File: src/rtl/data_mem_arbiter.sv
// Data memory sequencer: arbitrates MEM-stage and loader accesses, stretches each
// access by WAIT_CYCLES, freezes the pipeline during CPU accesses and registers read data.
module data_mem_arbiter #(
  parameter int unsigned WAIT_CYCLES = 3
) (
  input  logic        clk,
  input  logic        rst,
  input  logic        cpu_rd,
  input  logic        cpu_wr,
  input  logic [31:0] cpu_addr,
  input  logic [31:0] cpu_wdata,
  output logic [31:0] cpu_rdata,
  output logic        cpu_freeze,
  input  logic        ldr_req,
  input  logic        ldr_we,
  input  logic [31:0] ldr_addr,
  input  logic [31:0] ldr_wdata,
  output logic [31:0] ldr_rdata,
  output logic        ldr_done,
  output logic        mem_read,
  output logic        mem_write,
  output logic [31:0] mem_addr,
  output logic [31:0] mem_data,
  input  logic [31:0] mem_result,
  output logic [1:0]  dbg_state
);

  // Handshakes: a CPU request (cpu_rd|cpu_wr) is held by the pipeline and completes
  // in the one cycle where it is pending and cpu_freeze is low; a loader request
  // (ldr_req) completes on the ldr_done pulse. Requester fields are only sampled at grant.
  localparam logic [1:0] S_IDLE = 2'd0;
  localparam logic [1:0] S_ACC  = 2'd1;
  localparam logic [1:0] S_DONE = 2'd2;

  localparam logic OWN_CPU = 1'b0;
  localparam logic OWN_LDR = 1'b1;

  localparam logic [3:0] WAIT_INIT = 4'(WAIT_CYCLES);

  logic [1:0] state;
  logic       owner;
  logic       last;
  logic       is_wr;
  logic [3:0] cnt;

  logic cpu_pend;
  logic grant;
  logic grant_ldr;
  logic cnt_zero;

  assign cpu_pend = cpu_rd | cpu_wr;
  assign grant    = cpu_pend | ldr_req;
  // On a tie the requester that did not win last time goes first.
  assign grant_ldr = ldr_req & (~cpu_pend | (last == OWN_CPU));
  assign cnt_zero  = (cnt == 4'd0);

  always_ff @(posedge clk or posedge rst) begin
    if (rst) begin
      state     <= S_IDLE;
      owner     <= OWN_CPU;
      last      <= OWN_LDR;
      is_wr     <= 1'b0;
      cnt       <= 4'd0;
      mem_addr  <= 32'h0;
      mem_data  <= 32'h0;
      cpu_rdata <= 32'h0;
      ldr_rdata <= 32'h0;
    end else begin
      case (state)
        S_IDLE: begin
          if (grant) begin
            state <= S_ACC;
            cnt   <= WAIT_INIT;
            owner <= grant_ldr;
            if (grant_ldr) begin
              mem_addr <= ldr_addr;
              mem_data <= ldr_wdata;
              is_wr    <= ldr_we;
            end else begin
              mem_addr <= cpu_addr;
              mem_data <= cpu_wdata;
              is_wr    <= cpu_wr;
            end
          end
        end
        S_ACC: begin
          if (!cnt_zero) begin
            cnt <= cnt - 4'd1;
          end else begin
            if (!is_wr) begin
              if (owner == OWN_CPU) cpu_rdata <= mem_result;
              else                  ldr_rdata <= mem_result;
            end
            state <= S_DONE;
          end
        end
        S_DONE: begin
          last  <= owner;
          state <= S_IDLE;
        end
        default: state <= S_IDLE;
      endcase
    end
  end

  assign mem_read   = (state == S_ACC) & ~is_wr;
  assign mem_write  = (state == S_ACC) & is_wr & cnt_zero;
  assign ldr_done   = (state == S_DONE) & (owner == OWN_LDR);
  assign cpu_freeze = cpu_pend & ~((state == S_DONE) & (owner == OWN_CPU));
  assign dbg_state  = state;

endmodule
File: config.mk
export PLATFORM = sky130hd
export DESIGN_NAME = data_mem_arbiter
export DESIGN_NICKNAME = d
export VERILOG_FILES = /design/src/rtl/data_mem_arbiter.sv
export SDC_FILE = /design/constraint.sdc
export NUM_CORES = 1
export LEC_CHECK = 0
export BUFFER_PORTS_ARGS = -buffer_cell sky130_fd_sc_hd__buf_2
export CORE_MARGIN = 3
export CORE_UTILIZATION = 50
export CTS_BUF_LIST = sky130_fd_sc_hd__clkbuf_16
export CTS_CLUSTER_SIZE = 8
export DETAILED_ROUTE_END_ITERATION = 8
export HOLD_SLACK_MARGIN = 0.03
export PLACE_DENSITY = 0.85
export SETUP_SLACK_MARGIN = 0.2
export SLEW_MARGIN = 20
export SYNTH_ARGS = -nofsm -noshare
export SYNTH_HDL_FRONTEND = slang
export SYNTH_SLANG_ARGS = --single-unit
File: constraint.sdc
create_clock -name clk -period 11 [get_ports clk]
set_clock_uncertainty 0.1 [all_clocks]
set_input_delay 0.55 -clock clk [delete_from_list [all_inputs] [get_ports clk]]
set_output_delay 0.55 -clock clk [all_outputs]
set_load 0.005 [all_outputs]
==> results.txt, run 1 <==
The largest total area in the synthesized netlist belongs to sky130_fd_sc_hd__dfrtp_1. Post-synthesis cell area: 0.00608 mm^2. No sink is reached through more buffers than the 2 on the longest clock path.

The post-synthesis area per instance is 10.9 um^2, and the leakage power is 3.86 nW. The flow ran to the end, and the final reports show no timing, DRC or antenna violations. The run gives 0 as the final setup violation count.

The die span in y was 116 um; the pin count of the biggest net entering global routing was 74. The count of input and output buffers is 299, and the total global routing track utilization is 25.7%. The kind of end point of the critical path was a flip-flop.

For this run, global-route usage on met3 was measured as 7.15%. The die covers 0.0135 mm^2. The number of hold-repair buffers added at the cts stage came out at 0. The final period utilization is 27.6%.

The wire length of the first global-routing pass came out at 27100 um. The later pin in the worst-skew pair is clocked with a latency of 0.40 ns. The number of antenna repair diodes is 0.

After global routing, the most crowded layer is met2. Setup repair after global routing left no endpoint under its margin. During synthesis, Yosys emitted a total of 0 warnings. Share of flip-flops with an asynchronous set or reset after synthesis: 100%. For the portion of total power attributed to sequential cells, the log shows 39.4%. The critical path data arrival time was 3.19 ns; the total overflow reported by the global router was 0.

The logs give 5 for the number of optimization iterations in the first detailed-route pass and 5554 for the via count of the first global-routing pass. Global routing consumed, on the met1 layer, 29.9% of the routing resources. The max-slew violation total from the final report was 0; the clock transition at the registers of the reported paths was 0.06 ns. The congestion estimate from routability-driven global placement came to 0.807.

The iteration-0 DRC count of the detailed router is 563. The floorplan step defined a core boundary enclosing 0.0117 mm^2. Per report_power, the combinational group accounts for 36.2% of the total. Post-CTS setup buffer count: 0.

By count the netlist is led by sky130_fd_sc_hd__dfrtp_1, sky130_fd_sc_hd__o21ai_0, sky130_fd_sc_hd__a21oi_1, sky130_fd_sc_hd__nand3_1, sky130_fd_sc_hd__a31oi_1. Wires add up to 17800 um. The standard-cell row count is 39.

The initial antenna violation count is 0, and the number of nets with antenna violations after detailed routing is 0. Global routing consumed, on the met2 layer, 44.4% of the routing resources. The logs give 0 for the reported max-cap violation count and 7.97 ns for the post-layout worst setup margin. In the routed layout, each cell is associated on average with a via count of 5.79. The share of total power dissipated in the clock network is 24.4%.

The total via count after detailed routing was 5708; the internal cell power was 1.52 mW. The depth of the CTS H-tree is 4. Summed over all nets, the half-perimeter wirelength after detailed placement is 12200 um.

The clock period minus final worst setup slack was 3.03 ns. Of all nets on the critical path, the largest fanout is 70. Number of gates resized after CTS: 0.

The primary flip-flop cell chosen by synthesis mapping is sky130_fd_sc_hd__dfrtp_1. After synthesis, flip-flops and latches occupy 56.4% of the total area. STA puts the critical path data required time at 11.16 ns.

TritonCTS built the clock tree. Area growth from synthesis to layout: 34.5%. The critical path is of the in -> reg type. The width of the die was 116 um; the switching power summed over all nets was 0.758 mW. Synthesis produced a netlist whose cell count is 558. After synthesis, the largest area contributor takes up 56.0% of total cell area. Adding up every negative setup slack in the final design gives 0 ns. The run gives 0 as the hold violation total from the final report. Most common cell in the synthesized netlist: sky130_fd_sc_hd__dfrtp_1. Across the VDD grid, the largest voltage drop is 119 uV. For the pin with the worst max-slew slack, the measured transition is 0.931 ns. Dividing the detail-routed wire length by the instance count gives 18.0 um.

The number of different library cells used by synthesis comes to 34. The number of sinks handled by clock tree synthesis is 137. The root buffer cell chosen for the clock tree is sky130_fd_sc_hd__clkbuf_16. The logs give 2.28 mW for the total power of the final layout and 37.9% for the worst slew slack as a fraction of its limit.

Counting tap cells, the placed design contains a total of 954 instances. OpenSTA, run right after detailed placement, puts the worst setup slack at 7.57 ns. The worst setup path is launched from an input port. The number of clock buffers added by TritonCTS is 17.

The number of top-level pins was 300; the number of nets in the synthesized netlist was 726. For this configuration, the core starts out at a cell density of 52.1%. The count of unresolved DRC violations after routing is 0, and the cell area power density is 278 mW/mm^2.

The worst setup slack for register-to-register paths came out at 8.30 ns. Derived from the worst setup path, the maximum achievable clock frequency is 330 MHz. In this run switching power makes up 33.3% of total power.

On the final layout, the worst hold slack is 0.103 ns. Cells with a size suffix above 1 make up 48.5% of the layout. The count of cells in the finished layout, fillers not included, comes to 986. The min-delay analysis places its worst path in the category in -> async. Ranked by total cell area, the synthesized netlist is headed by sky130_fd_sc_hd__dfrtp_1, sky130_fd_sc_hd__mux2_2, sky130_fd_sc_hd__a31oi_1, sky130_fd_sc_hd__o21ai_0, sky130_fd_sc_hd__a21oi_1. In this run, synthesis produced a sequential element count of 137. The number of flops mapped to enable cells by yosys came out at 0.

The layout net count was 998.
-- final cells by class --
cell class / count / area [um^2]
Clock buffer: 17 / 425
Clock inverter: 15 / 160
Fill cell: 878 / 3490
Inverter: 6 / 27.5
Multi-Input combinational cell: 359 / 2380
Sequential cell: 137 / 3430
Tap cell: 143 / 179
Timing Repair Buffer: 309 / 1570
-- layout by cell type, fill, tap and decap left out, types with 2 or more instances in the layout --
master,instances
sky130_fd_sc_hd__bufinv_16,3
sky130_fd_sc_hd__clkinv_2,4
sky130_fd_sc_hd__mux2_1,3
sky130_fd_sc_hd__buf_2,299
sky130_fd_sc_hd__clkinvlp_4,4
sky130_fd_sc_hd__nor2_1,2
sky130_fd_sc_hd__inv_1,5
sky130_fd_sc_hd__mux2_2,62
sky130_fd_sc_hd__ha_1,2
sky130_fd_sc_hd__nor3b_2,2
sky130_fd_sc_hd__nand3_1,66
sky130_fd_sc_hd__dfrtp_1,136
sky130_fd_sc_hd__buf_4,10
sky130_fd_sc_hd__a21oi_1,66
sky130_fd_sc_hd__clkinv_1,3
sky130_fd_sc_hd__or4_1,2
sky130_fd_sc_hd__nand2b_1,4
sky130_fd_sc_hd__o21ai_0,68
sky130_fd_sc_hd__a31oi_1,64
sky130_fd_sc_hd__clkbuf_16,17
-- registers in the layout, indices dropped and copies added (netlist names) --
| register | count |
|---|---|
| is_wr | 1 |
| ldr_rdata | 32 |
| cnt | 4 |
| last | 1 |
| dbg_state | 2 |
| mem_addr | 32 |
| owner | 1 |
| mem_data | 32 |
| cpu_rdata | 32 |
-- path summary, 6_finish.rpt --
path | cells after the start | endpoint | startpoint
setup / recovery | 7 | mem_data[10] | ldr_req
hold / removal | 2 | ldr_rdata[4] | rst
setup reg to reg | 5 | mem_data[10] | dbg_state[0]
hold reg to reg | 1 | cpu_rdata[30] | cpu_rdata[30]
max in group asynchronous | 3 | mem_data[19] | rst
min in group clk | 2 | ldr_rdata[25] | mem_result[25]
-- worst max-delay path, cell delays in order --
cell and delay, ns:
sky130_fd_sc_hd__buf_2 0.07, sky130_fd_sc_hd__buf_4 0.54, sky130_fd_sc_hd__or3_2 0.24, sky130_fd_sc_hd__buf_4 0.52, sky130_fd_sc_hd__and2_2 0.55, sky130_fd_sc_hd__buf_4 0.49, sky130_fd_sc_hd__a31oi_1 0.16
-- layer usage --
| metal | up-vias | wire length (um) |
|---|---|---|
| met2 | 343 | 9010 |
| met3 | 36 | 1740 |
| met5 | - | 0 |
| met4 | 0 | 521 |
| met1 | 2694 | 6500 |
| li1 | 2635 | - |
-- cells by family after synthesis --
logic type | after synthesis | share of synthesized area [%]
AOI/OAI and AO/OA | 206 | 18.7
DFF | 137 | 56.4
and+or+nand+nor | 85 | 7.53
muxes | 66 | 12.2
buffers and inverters | 62 | 4.75
adders and majority gates | 2 | 0.412
-- power groups by stage --
| stage | clock network [mW] | logic (mW) | registers [mW] |
|---|---|---|---|
| global route | 0.585 | 0.919 | 0.927 |
| floorplan | 0 | 0.428 | 0.909 |
| detailed placement | 0 | 0.828 | 0.898 |
| global placement | 0 | 0.798 | 0.887 |
| finish | 0.556 | 0.823 | 0.896 |
| CTS | 0.565 | 0.835 | 0.896 |
-- through the flow --
step,utilization [%],cell area [um^2]
3_5_place_dp,65.1,7590
2_1_floorplan,-,6080
6_report,70.1,8180
3_3_place_gp,65.1,7590
4_1_cts,70.1,8180
5_1_grt,70.1,8180
(Power assumes the default switching activity.)
==> run 2: changes to the inputs <==
Settings changed: ABC_AREA from default to 1, CORE_ASPECT_RATIO from default to 1.25, CORE_UTILIZATION 50 to 43, PLACE_DENSITY 0.85 to 0.76.
Clock period 11 ns to 2.65 ns, I/O delays scaled along.
==> run 2 against run 1 <==
  * Sequential power grew to 4.2 times the previous value
  * Cell count grew 49%
  * Final area grew 28%
  * Synthesized cell count grew 48%
  * Sequential cell count is the same
  * Worst setup slack lost 7.6 ns
  * Worst hold slack gained 0.11 ns
  * Critical path type is now reg -> reg
  * Highest routed layer unchanged
==> results.txt, run 2 <==
The worst-skew pair later-pin latency came out at 0.41 ns (about the same). The run finished with clean final reports. The final setup violation count came out at 0 (unchanged). The post-synthesis register bit count is 137 (unchanged). The run gives 0.819 (+1.4%) as the routability congestion estimate. The cell count after synthesis was 828 (+48%). By count the netlist is led by sky130_fd_sc_hd__nand2_1, sky130_fd_sc_hd__dfrtp_1, sky130_fd_sc_hd__nand3_1, sky130_fd_sc_hd__inv_1, sky130_fd_sc_hd__nand3b_1. The total global routing track utilization came out at 27.1% (+1.4 points).

The run gives 300 (unchanged) as the number of top-level pins. The number of optimization iterations in the first detailed-route pass is 6 (+1). The critical path data arrival time is 2.50 ns (-0.69 ns).

The max-slew violation total from the final report is 0 (unchanged), and the depth of the CTS H-tree is 4 (unchanged). Most common cell in the synthesized netlist: sky130_fd_sc_hd__nand2_1. The via count of the first global-routing pass was 7548 (+36%); the leakage power was 5.70 nW (+47%). The worst slew slack as a fraction of its limit came out at 51.9% (+14 points).

The average wire per cell in the routed design is 15.7 um (-13%), and the total detailed-routing wirelength is 23100 um (+30%). The reported max-cap violation count was 0 (unchanged). The library cell occupying the most area in the post-synthesis netlist was sky130_fd_sc_hd__dfrtp_1. The length in cells of the worst reg-to-reg path was 7 (+2); the area occupied by multi-input gates was 0.00259 mm^2 (+8.6%). The number of warnings printed during yosys synthesis was 0 (unchanged); the wire length of the first global-routing pass was 36100 um (+33%). The share of layout cells above drive strength 1 is 28.4% (-20 points), and the maximum count of clock buffers along a single path is 2 (unchanged).

The tools report the number of nets in the synthesized netlist as 996 (+37%). Hold path depth: 3. The total via count after detailed routing is 7476 (+31%). The post-synthesis area per instance was 7.94 um^2 (-27%). Count of unresolved DRC violations after routing: 0 (unchanged). The layout net count was 1442 (+44%); the transition at the pin with the smallest max-transition slack was 0.722 ns (-0.209 ns). The area growth from synthesis to layout came out at 58.8%.

Setup repair after global routing left no endpoint under its margin. The number of flops mapped to enable cells by yosys is 0 (unchanged), and the number of buffers created by CTS is 17 (unchanged). The run gives 0 (unchanged) as the number of gates resized after CTS.

The run gives 0 (unchanged) as the number of nets with antenna violations after detailed routing. The maximum clock frequency was 435 MHz. The root buffer cell chosen for the clock tree is sky130_fd_sc_hd__clkbuf_16. The share of flip-flops with an asynchronous set or reset after synthesis is 100% (unchanged). The primary flip-flop cell chosen by synthesis mapping was sky130_fd_sc_hd__dfrtp_1. Ranked by total cell area, the synthesized netlist is headed by sky130_fd_sc_hd__dfrtp_1, sky130_fd_sc_hd__nand2_1, sky130_fd_sc_hd__nand3_1, sky130_fd_sc_hd__nand3b_1, sky130_fd_sc_hd__inv_1.

For the placeable core area, the log shows 0.0147 mm^2 (+26%). STA classifies the critical path endpoint as a flip-flop. HPWL after detailed placement: 13700 um (+12%).

The clock transition at the registers of the reported paths is 0.06 ns (about the same). In the layout the commonest cells are sky130_fd_sc_hd__nand2_1, sky130_fd_sc_hd__buf_2, sky130_fd_sc_hd__dlygate4sd3_1. The initial antenna violation count was 0 (unchanged); the fill cell instance count of the final layout was 994 (+13%). The total overflow reported by the global router was 0 (unchanged); the maximum resistive drop on vdd was 431 uV (+260%).

The floorplan die area is 0.0168 mm^2 (+24%). The proportion of netlist area held by the largest area contributor was 51.8% (-4.2 points); the clock period minus final worst setup slack was 2.30 ns. Hold violation total from the final report: 0 (unchanged). Count of cell types in the netlist: 25 (-26%). For the iteration-0 DRC count of the detailed router, the log shows 558 (-0.89%).

The sequential-to-total area share from yosys stat is 52.2% (-4.2 points). Number of antenna repair diodes: 0 (unchanged). The path type of the worst setup path was reg -> reg. The pin count of the biggest net entering global routing was 80 (+8.1%). The logs give 2.85 ns (-8.31 ns) for the required time of the critical path and 0.00343 mm^2 (unchanged) for the sequential cell area.

The tools report the standard-cell row count as 49 (+26%). The run gives 44.9% (-7.3 points) as the initial cell density of the core. The worst setup path is launched from a flip-flop. The library cell used most frequently in the layout, excluding fill and tap cells, is sky130_fd_sc_hd__nand2_1. The maximum fanout count along the critical path was 51 (-27%). The logs give 0.00657 mm^2 (+8.1%) for the post-synthesis cell area and 71.2% (+1.1 points) for the utilization of the core after routing.

In this run the worst hold path is classified as in -> reg. TritonCTS built the clock tree. Die span in y: 144 um (+24%).

The width of the die was 117 um (+0.27%); the detail-routed via count per cell was 5.10 (-12%). The number of sinks handled by clock tree synthesis was 137 (unchanged); the cell area power density was 1050 mW/mm^2 (+280%). Of the available clock period, the critical path in the final layout requires 86.7%. The tools report the accumulated negative setup slack as 0 ns (unchanged).

The count of input and output buffers came out at 299 (unchanged).
run 2: cell count changes in the layout (fill, tap and decap cells not counted), sizes merged, moves of 65 or more:
cell	before	now
a21oi	66	0
dlygate4sd3	0	163
inv	6	81
mux2	65	0
nand2	1	377
run 2: through the flow:
stage          total power, mW  hold WS [ns]  std cells  setup WS (ns)  cell area [um^2]
2_1_floorplan             5.97         0.136        828          0.711              6580
3_3_place_gp              7.66         0.171       1270          0.857              8180
3_5_place_dp              7.77         0.177       1270          0.764              8180
4_1_cts                   10.9         0.208       1465          0.387             10400
5_1_grt                   11.8         0.240       1465          0.239             10400
6_report                  11.0         0.212       1465          0.352             10400
run 2: worst max-delay path: stages (launching register included):
cell                            delay (ns)
sky130_fd_sc_hd__dfstp_2              0.56
sky130_fd_sc_hd__o21ai_4              0.06
sky130_fd_sc_hd__nand2_2              0.30
sky130_fd_sc_hd__buf_12               0.29
sky130_fd_sc_hd__nand2_1              0.09
sky130_fd_sc_hd__nand3_1              0.10
sky130_fd_sc_hd__dlygate4sd3_1        0.59
sky130_fd_sc_hd__nand2_1              0.06
run 2: metal layers:
layer  vias to the layer above  routed length, um  track usage [%]
met5                         -                  0                0
met3                        61               1890             6.24
met1                      3549               8850             31.2
li1                       3460                  -                -
met2                       406              11500             47.7
met4                         0                835             11.8
run 2: final cells by class:
type	instances	share of cell area, %
well taps	178	2.13
multi-input cells	564	24.8
repair buffers	477	31.4
clock inverters	15	1.93
inverters	77	2.81
clock buffers	17	4.08
flip-flops and latches	137	32.9
run 2: path summary, 6_finish.rpt:
path	startpoint	to	slack, ns
setup / recovery	last	mem_addr[5]	0.35
hold / removal	ldr_req	owner	0.21
setup reg to reg	last	mem_addr[5]	0.35
hold reg to reg	cpu_rdata[18]	cpu_rdata[18]	0.37
max in group asynchronous	rst	last	1.78
min in group asynchronous	rst	mem_data[31]	0.28
run 2: where the power goes:
group	internal (mW)	switching [mW]
clock network	1.58	0.940
logic	2.12	2.55
registers	3.17	0.628
run 2: cell families (layout without fill, tap and decap cells):
kind of cell | after synthesis | count (layout) | share of synthesized area, %
AND/OR/NAND/NOR | 555 | 555 | 38.1
buffers and inverters | 127 | 586 | 8.70
AO/OA/AOI/OAI | 6 | 6 | 0.476
adder cells (fa/ha/maj) | 2 | 2 | 0.381
XOR/XNOR | 1 | 1 | 0.133
flip-flops | 137 | 137 | 52.2
run 2: what timing repair did:
| item | CTS | global route |
|---|---|---|
| buffers inserted | 0 | 0 |
| hold buffers | 163 | 0 |
| endpoints found under the setup margin | 0 | 0 |
| hold endpoints to repair | 265 | 0 |
==> run 3: changes to the inputs <==
Settings changed: BUFFER_PORTS_ARGS -buffer_cell sky130_fd_sc_hd__buf_2 to -buffer_cell sky130_fd_sc_hd__clkbuf_2.
==> run 3 against run 2 <==
  * Sequential share of layout area up 0.17 points
  * Final area down 0.52%
  * Sequential cell count unchanged
  * Total power down 1.4%
  * Routed wire length up 0.69%
  * Sequential power up 1%
  * Largest power group unchanged
==> results.txt, run 3 (same netlist as run 2, synthesis figures left out) <==
The run finished with clean final reports. The clock period minus final worst setup slack was 2.15 ns (-0.153 ns). The logs give 0.624 ns (-0.140 ns) for the placement-stage worst setup slack and 0 (unchanged) for the total overflow reported by the global router.

The run gives 49 (unchanged) as the standard-cell row count. The tools report the total global routing track utilization as 27.2% (+0.12 points). The logs give 0 (unchanged) for the number of nets with antenna violations after detailed routing and 300 (unchanged) for the number of top-level pins. The tools report the kind of end point of the critical path as a flip-flop. The transition at the pin with the smallest max-transition slack is 0.701 ns (-0.0211 ns). The total via count after detailed routing is 7440 (-0.48%). The iteration-0 DRC count of the detailed router was 640 (+15%).

The tightest min-delay check is of the in -> reg type. The accumulated negative setup slack came out at 0 ns (unchanged). Leaving out fill and tap cells, the most frequent cell in the layout is sky130_fd_sc_hd__nand2_1. The tools report the pin count of the biggest net entering global routing as 81 (+1.3%). TritonCTS built the clock tree. The tools report the maximum count of clock buffers along a single path as 2 (unchanged). Launch point of the critical path: dbg_state[1]. The beginning of the worst hold path is cpu_rd. The die span in y was 144 um (unchanged); the number of sinks handled by clock tree synthesis was 137 (unchanged). The tree is rooted in a sky130_fd_sc_hd__clkbuf_16. The count of input and output buffers was 299 (unchanged).

The path type of the worst setup path is reg -> reg. Critical path launch point type: a flip-flop. For the worst slew slack as a fraction of its limit, the log shows 53.3% (+1.4 points).

The share of layout cells above drive strength 1 is 28.4% (about the same). The width of the die came out at 117 um (unchanged). The clock transition at the registers of the reported paths is 0.07 ns (about the same), and the post-route worst hold slack is 0.116 ns (-0.0956 ns). The worst-skew pair later-pin latency came out at 0.41 ns (about the same). For the total detailed-routing wirelength, the log shows 23200 um (+0.69%). The critical path goes through nor2_1 > nand2_2 > inv_2 > buf_12 > nand3_1 > dlygate4sd3_1 > nand2_1. The HPWL after detailed placement is 13500 um (-1.2%). The critical path's largest stage delay was 0.59 ns (about the same); the floorplan die area was 0.0168 mm^2 (unchanged). The post-layout worst setup margin came out at 0.505 ns (+0.153 ns).

The maximum fanout count along the critical path works out to 65 (+27%). The tools report the wire length of the first global-routing pass as 36200 um (+0.23%). From synthesis to final layout, the design area changed by 58.0%. The detail-routed via count per cell was 5.09 (-0.35%). The run gives 17 (unchanged) as the number of buffers created by CTS. For the number of optimization iterations in the first detailed-route pass, the log shows 5 (-1). In this run the critical register-to-register path is launched from dbg_state[1]. The placeable core area came out at 0.0147 mm^2 (unchanged).

The final setup violation count was 0 (unchanged). The library cells used most frequently in the layout, excluding fill and tap cells, are sky130_fd_sc_hd__nand2_1, sky130_fd_sc_hd__clkbuf_2, sky130_fd_sc_hd__dlygate4sd3_1. The number of gates resized after CTS was 0 (unchanged); the initial cell density of the core was 44.9% (unchanged). The initial antenna violation count is 0 (unchanged), and the maximum clock frequency is 466 MHz (+7.1%).

Layout net count: 1439 (-0.21%). The largest individual stage delay along the critical path comes from the cell sky130_fd_sc_hd__dlygate4sd3_1. The hold violation total from the final report is 0 (unchanged). The routability congestion estimate was 0.810 (-1.1%). The logs give 498 uV (+16%) for the maximum resistive drop on vdd and 7447 (-1.3%) for the via count of the first global-routing pass. The depth of the CTS H-tree was 4 (unchanged). Required time of the critical path: 2.90 ns (+0.05 ns). The tools report the count of unresolved DRC violations after routing as 0 (unchanged). The average wire per cell in the routed design is 15.9 um (+0.83%), and the leakage power is 5.70 nW (+0.14%). Setup repair after global routing left no endpoint under its margin. The max-slew violation total from the final report is 0 (unchanged). On the critical path the largest part of the delay comes from buffers and inverters.

The run gives 0 (unchanged) as the reported max-cap violation count. The final period utilization was 81.0% (-5.8 points). The critical path data arrival time was 2.39 ns (-0.11 ns); the sum of buffers and inverters on the critical path was 3 (+1).

The cell area power density came out at 1040 mW/mm^2 (-0.91%).
-- run 3: power breakdown --
part | switching, mW | leakage [nW] | internal [mW]
sequential | 0.677 | 1.64 | 3.17
combinational | 2.53 | 3.78 | 2.09
clock | 1.03 | 0.285 | 1.33
-- run 3: final cells by class --
class / count / area (um^2)
fill: 1010 / 4270
sequential: 137 / 3430
timing repair buffer: 474 / 3270
multi-input combinational: 564 / 2590
clock buffer: 17 / 425
inverter: 77 / 293
tap: 178 / 223
clock inverter: 15 / 155
antenna: 1 / 2.50
-- run 3: per-stage QoR --
step	util (%)	instances	area, um^2	total power, mW
global placement	55.8	1267	8170	7.66
finish	70.9	1463	10400	10.8
floorplan	-	828	6580	5.97
global route	70.8	1462	10400	11.6
CTS	70.8	1462	10400	10.7
detailed placement	55.8	1267	8170	7.77
-- run 3: what timing repair did --
item,in CTS,in global routing
setup buffers,0,0
hold buffers,163,0
hold endpoints to repair,265,0
-- run 3: layer usage --
layer	wire length [um]	GRT usage [%]
met5	0	0
met4	765	11.4
met3	2230	7.58
met2	11700	47.3
met1	8550	31.3
-- run 3: path summary, 6_finish.rpt --
path	slack, ns	cells after the start	end
hold reg to reg	0.37	2	cpu_rdata[24]
setup reg to reg	0.50	7	mem_addr[3]
setup / recovery	0.50	7	mem_addr[3]
max in group asynchronous	1.79	4	last
min in group asynchronous	0.26	4	mem_data[2]
hold / removal	0.12	6	cnt[3]
-- run 3: worst min-delay path, cell delays in order --
cell	delay, ns
sky130_fd_sc_hd__clkbuf_2	0.12
sky130_fd_sc_hd__nor2_1	0.05
sky130_fd_sc_hd__nand2_1	0.07
sky130_fd_sc_hd__nand2_2	0.09
sky130_fd_sc_hd__nand2_1	0.08
sky130_fd_sc_hd__nor2_1	0.04
